**config.mk**
```make
export PLATFORM = sky130hd
export DESIGN_NAME = id_ex_stage
export DESIGN_NICKNAME = d
export VERILOG_FILES = /design/src/rtl/core_pkg.sv /design/src/rtl/hazard_detect.sv /design/src/rtl/id_ex_stage.sv
export SDC_FILE = /design/constraint.sdc
export NUM_CORES = 1
export LEC_CHECK = 0
export ABC_AREA = 1
export BUFFER_PORTS_ARGS = -buffer_cell sky130_fd_sc_hd__buf_4
export CAP_MARGIN = 0
export CORE_AREA = 2 2 224 226
export DETAILED_ROUTE_END_ITERATION = 10
export DIE_AREA = 0 0 226 228
export RECOVER_POWER = 100
export SYNTH_ARGS = -nofsm -noshare
export SYNTH_HDL_FRONTEND = slang
export SYNTH_SLANG_ARGS = --single-unit
```
**constraint.sdc**
```tcl
create_clock -name clk -period 0.8 [get_ports clk]
set_input_delay 0.16 -clock clk [delete_from_list [all_inputs] [get_ports clk]]
set_output_delay 0.16 -clock clk [all_outputs]
set_load 0.01 [all_outputs]
```
**src/rtl/core_pkg.sv**
```systemverilog
// Shared RV64 core definitions: ALUOp and opcode encodings, default widths, control bundle.
package core_pkg;

  localparam int unsigned XLEN_DEF   = 64;
  localparam int unsigned REG_AW_DEF = 5;

  localparam logic [1:0] ALUOP_MEM = 2'b00;
  localparam logic [1:0] ALUOP_BR  = 2'b01;
  localparam logic [1:0] ALUOP_R   = 2'b10;

  localparam logic [6:0] OPC_R    = 7'b0110011;
  localparam logic [6:0] OPC_LD   = 7'b0000011;
  localparam logic [6:0] OPC_ADDI = 7'b0010011;
  localparam logic [6:0] OPC_SD   = 7'b0100011;
  localparam logic [6:0] OPC_SB   = 7'b1100011;

  typedef struct packed {
    logic       branch;
    logic       mem_read;
    logic       mem_to_reg;
    logic       mem_write;
    logic       alu_src;
    logic       reg_write;
    logic [1:0] alu_op;
  } ctrl_t;

endpackage

```
**src/rtl/hazard_detect.sv**
```systemverilog
// Load-use hazard detector: flags a decode instruction that reads the destination of a load in EX.
module hazard_detect #(
  parameter int unsigned REG_AW = 5
) (
  input  logic              i_ex_mem_read,
  input  logic [REG_AW-1:0] i_ex_rd,
  input  logic              i_ex_valid,
  input  logic [REG_AW-1:0] i_rs1,
  input  logic [REG_AW-1:0] i_rs2,
  input  logic              i_uses_rs2,
  input  logic              i_id_valid,
  output logic              o_hazard_c
);

  logic w_ex_load;
  logic w_match;

  assign w_ex_load  = i_ex_valid & i_ex_mem_read & (i_ex_rd != '0);
  assign w_match    = (i_ex_rd == i_rs1) | ((i_ex_rd == i_rs2) & i_uses_rs2);
  assign o_hazard_c = w_ex_load & w_match & i_id_valid;

endmodule

```
**src/rtl/id_ex_stage.sv**
```systemverilog
// ID/EX pipeline register with load-use bubble insertion and branch flush.
// Hazard detection is built only when ID_EX_HAZARD_DETECT_EN is defined.
module id_ex_stage
  import core_pkg::*;
#(
  parameter int unsigned XLEN   = XLEN_DEF,
  parameter int unsigned REG_AW = REG_AW_DEF
) (
  input  logic              clk,
  input  logic              rst_n,
  input  logic              id_valid_i,
  input  logic              branch_i,
  input  logic              mem_read_i,
  input  logic              mem_to_reg_i,
  input  logic              mem_write_i,
  input  logic              alu_src_i,
  input  logic              reg_write_i,
  input  logic [1:0]        alu_op_i,
  input  logic [XLEN-1:0]   pc_i,
  input  logic [XLEN-1:0]   rs1_data_i,
  input  logic [XLEN-1:0]   rs2_data_i,
  input  logic [XLEN-1:0]   imm_i,
  input  logic [REG_AW-1:0] rs1_i,
  input  logic [REG_AW-1:0] rs2_i,
  input  logic [REG_AW-1:0] rd_i,
  input  logic [3:0]        funct_i,
  input  logic              flush_i,
  output logic              ex_branch_o,
  output logic              ex_mem_read_o,
  output logic              ex_mem_to_reg_o,
  output logic              ex_mem_write_o,
  output logic              ex_alu_src_o,
  output logic              ex_reg_write_o,
  output logic [1:0]        ex_alu_op_o,
  output logic [XLEN-1:0]   ex_pc_o,
  output logic [XLEN-1:0]   ex_rs1_data_o,
  output logic [XLEN-1:0]   ex_rs2_data_o,
  output logic [XLEN-1:0]   ex_imm_o,
  output logic [REG_AW-1:0] ex_rs1_o,
  output logic [REG_AW-1:0] ex_rs2_o,
  output logic [REG_AW-1:0] ex_rd_o,
  output logic [3:0]        ex_funct_o,
  output logic              ex_valid_o,
  output logic              stall_o
);

  ctrl_t             w_ctrl_in;
  ctrl_t             w_ctrl_nxt;
  ctrl_t             r_ctrl;
  logic              w_valid_nxt;
  logic              r_valid;
  logic              w_hazard;
  logic              w_kill;
  logic [XLEN-1:0]   r_pc;
  logic [XLEN-1:0]   r_rs1_data;
  logic [XLEN-1:0]   r_rs2_data;
  logic [XLEN-1:0]   r_imm;
  logic [REG_AW-1:0] r_rs1;
  logic [REG_AW-1:0] r_rs2;
  logic [REG_AW-1:0] r_rd;
  logic [3:0]        r_funct;

  assign w_ctrl_in = '{branch:     branch_i,
                       mem_read:   mem_read_i,
                       mem_to_reg: mem_to_reg_i,
                       mem_write:  mem_write_i,
                       alu_src:    alu_src_i,
                       reg_write:  reg_write_i,
                       alu_op:     alu_op_i};

`ifdef ID_EX_HAZARD_DETECT_EN
  logic w_uses_rs2;

  // Immediate-form ALU ops ignore rs2; stores still read it as store data.
  assign w_uses_rs2 = ~alu_src_i | mem_write_i;

  hazard_detect #(
    .REG_AW (REG_AW)
  ) u_hazard_detect (
    .i_ex_mem_read (r_ctrl.mem_read),
    .i_ex_rd       (r_rd),
    .i_ex_valid    (r_valid),
    .i_rs1         (rs1_i),
    .i_rs2         (rs2_i),
    .i_uses_rs2    (w_uses_rs2),
    .i_id_valid    (id_valid_i),
    .o_hazard_c    (w_hazard)
  );
`else
  assign w_hazard = 1'b0;
`endif

  assign w_kill  = flush_i | w_hazard;
  assign stall_o = w_hazard & ~flush_i;

  // Bubble/flush zero only the control half; mem_to_reg is sanitised for non-writers.
  always_comb begin
    w_ctrl_nxt  = '0;
    w_valid_nxt = 1'b0;
    if (id_valid_i && !w_kill) begin
      w_ctrl_nxt            = w_ctrl_in;
      w_ctrl_nxt.mem_to_reg = mem_to_reg_i & reg_write_i;
      w_valid_nxt           = 1'b1;
    end
  end

  always_ff @(posedge clk or negedge rst_n) begin
    if (!rst_n) begin
      r_ctrl     <= '0;
      r_valid    <= 1'b0;
      r_pc       <= '0;
      r_rs1_data <= '0;
      r_rs2_data <= '0;
      r_imm      <= '0;
      r_rs1      <= '0;
      r_rs2      <= '0;
      r_rd       <= '0;
      r_funct    <= '0;
    end else begin
      r_ctrl     <= w_ctrl_nxt;
      r_valid    <= w_valid_nxt;
      r_pc       <= pc_i;
      r_rs1_data <= rs1_data_i;
      r_rs2_data <= rs2_data_i;
      r_imm      <= imm_i;
      r_rs1      <= rs1_i;
      r_rs2      <= rs2_i;
      r_rd       <= rd_i;
      r_funct    <= funct_i;
    end
  end

  assign ex_branch_o     = r_ctrl.branch;
  assign ex_mem_read_o   = r_ctrl.mem_read;
  assign ex_mem_to_reg_o = r_ctrl.mem_to_reg;
  assign ex_mem_write_o  = r_ctrl.mem_write;
  assign ex_alu_src_o    = r_ctrl.alu_src;
  assign ex_reg_write_o  = r_ctrl.reg_write;
  assign ex_alu_op_o     = r_ctrl.alu_op;
  assign ex_valid_o      = r_valid;
  assign ex_pc_o         = r_pc;
  assign ex_rs1_data_o   = r_rs1_data;
  assign ex_rs2_data_o   = r_rs2_data;
  assign ex_imm_o        = r_imm;
  assign ex_rs1_o        = r_rs1;
  assign ex_rs2_o        = r_rs2;
  assign ex_rd_o         = r_rd;
  assign ex_funct_o      = r_funct;

endmodule

```
==> reports/metrics.csv <==
stage,metric,value,unit
outcome,status,"finished, violations left",
outcome,failing checks,negative setup slack,
cells_and_area,Finished Layout Cells,1922,
pwr,Pwr Density,2050,mW/mm2
worst_setup_path,WS Path Type,reg -> out,
worst_setup_path,crit path cell chain,buf_6,
sta,Slew HR,57.5,%
floorplan,initial core utilization,14.6,%
drt,DRT iter0 DRCs,161,
global_routing,pin count of the biggest net entering global routing,42,
drt,vias per cell,3.26,
yosys,Mean Syn Cell Area,23.6,um2
floorplan,Chip Height,228,um
clocking,Post-CTS Setup Bufs,0,
cells_and_area,fin area,0.0175,mm2
sta,Hold Slack,261,ps
sta,Max Clk Rate,802,MHz
sta,worst slew pin tran,638,ps
worst_setup_path,WP buf/inv,1,
yosys,proportion of synthesized chip area in sequential cells,98.7,%
clocking,Root Buffer,clkbuf_16,
sta,max-slew violations,0,
worst_hold_path,Hold Crit Class,in -> async,
clocking,CTS tree,yes,
pwr,total design power,0.0358,W
cells_and_area,share of layout cells above drive strength 1,48.5,%
placement,"worst slack, placed",97.5,ps
floorplan,Die ar.,0.0515,mm2
drt,DR WL/cell,16.9,um
floorplan,Rows,82,
placement,detailed placement HPWL,22800,um
sta,fin crit period,1250,ps
floorplan,die width,226,um
worst_setup_path,Top delay family on crit path,flip-flops,
drt,Antenna Nets Post-Route,0,
global_routing,GRT Util Overall,12.2,%
floorplan,CORE AREA,0.0493,mm2
sta,RSZ-0062 raised after global routing,yes,
worst_setup_path,endpoint type of the worst setup path,output port,
yosys,Synth Warn #,0,
sta,Tcrit/Tclk final,156,%
drt,DRT Wirelength,32400,um
clocking,# clock sinks,284,
sta,final hold violation count,0,
worst_setup_path,CP required,640,ps
placement,placed inst area,0.0126,mm2
placement,DP Cell Count,1577,
cells_and_area,nets@finish,1510,
pwr,Worst IR Drop VDD,1.90,mV
clocking,clk slew on worst S/H paths,60,ps
clocking,H-tree depth,1,
placement,Port Buffers,570,
clocking,clock buffer count from CTS,30,
yosys,syn_nets,592,
cells_and_area,most frequent cells in the layout,"dlygate4sd3_1, dfrtp_1, buf_6",
yosys,Yosys reg bits,284,
global_routing,initial antenna violation count,6,
cells_and_area,"commonest non-fill, non-tap cell in the layout",dlygate4sd3_1,
global_routing,first-pass GRT wire length,46600,um
global_routing,Overflow after GRT,0,
global_routing,vias in the first global route,7599,
flow_run,max_cap viols,0,
drt,Vias,6264,
sta,Final Worst Setup Slack,-446,ps
clocking,CTS Buffer Depth,3,
worst_setup_path,Startpoint Class,flop,
yosys,Netlist cell types,7,
pwr,Leak,8.18,nW
worst_setup_path,"Largest stage delay, worst path",390,ps
cells_and_area,post-synthesis to final-layout area growth,143,%
yosys,Post-Synthesis Cells,305,
yosys,Post-Syn Area,0.00720,mm2
worst_setup_path,"Data arrival, critical path",1090,ps
worst_setup_path,crit-path max FO,1,
drt,DRC,0,
floorplan,IO Pins,572,
placement,RePlAce Congestion,0.825,
worst_setup_path,worst-path cell with the longest stage delay,dfrtp_1,
sta,setup violators final,525,
drt,drt first pass iters,4,
[power by group]
group	internal (W)	switching [W]	leakage [nW]
clock network	0.00990	0.00567	0.552
logic	0.00307	0.00170	4.31
registers	0.0151	0.000379	3.33
total	0.0281	0.00774	8.18
[stage by stage]
stage                     utilization (%)  TNS [ps]
final                                35.4   -130130
after global routing                 35.4   -162030
after CTS                            35.8   -129350
after detailed placement             25.6         0
after global placement               25.6         0
after floorplan                         -         0
[layout make-up]
| type | count | area, um2 |
|---|---|---|
| Antenna cell | 4 | 10.0 |
| Clock buffer | 45 | 928 |
| Clock inverter | 10 | 209 |
| Fill cell | 4566 | 31900 |
| Inverter | 9 | 33.8 |
| Multi-Input combinational cell | 11 | 43.8 |
| Sequential cell | 284 | 7110 |
| Tap cell | 672 | 841 |
| Timing Repair Buffer | 887 | 8310 |
[final timing paths]
check                      slack [ps]                   startpoint                     endpoint  cells past startpoint
max                              -450  ex_rs1_data_o[53]$_DFF_PN0_            ex_rs1_data_o[53]                      1
min                               260                        rst_n  ex_rs1_data_o[52]$_DFF_PN0_                      3
max in group asynchronous        -120                        rst_n       ex_imm_o[24]$_DFF_PN0_                      4
min in group clk                  260                    imm_i[23]       ex_imm_o[23]$_DFF_PN0_                      2
[metal layers]
metal / global-route usage [%] / wire [um] / vias to the layer above
li1: - / - / 2777
met1: 12.8 / 11500 / 3035
met2: 22.1 / 16900 / 395
met3: 3.74 / 2980 / 55
met4: 5.61 / 986 / 2
met5: 0 / 13 / -
[synthesized netlist by cell type]
| cell type | count | area [um2] |
|---|---|---|
| nor2_1 | 8 | 30.0 |
| inv_1 | 9 | 33.8 |
| nand2_4 | 1 | 11.3 |
| dfrtp_1 | 284 | 7110 |
| conb_1 | 1 | 3.75 |
| buf_4 | 1 | 7.51 |
| nand2_1 | 1 | 3.75 |
[kinds of logic (layout without fill, tap and decap cells)]
group,Yosys count,after routing,synth area share (%)
buffers and inverters,10,951,0.574
DFF,284,284,98.7
other,1,5,0.0521
and+or+nand+nor,10,10,0.626
[what timing repair did]
item | in CTS | in global routing
endpoints found under the hold margin | 568 | 0
gates cloned | 0 | 0
hold buffers | 286 | 0
endpoints found under the setup margin | 284 | 284
pin swaps | 0 | 0
gates resized for setup | 284 | 0
[state kept, by name, summed over array words and instances, names as in the netlist, 2 cells and up]
register	cells
ex_rd_o	5
ex_rs2_data_o	64
ex_pc_o	64
ex_rs1_data_o	64
ex_funct_o	4
ex_imm_o	64
ex_alu_op_o	2
ex_rs1_o	5
ex_rs2_o	5
Note: power is estimated with default switching activity, not from simulation.
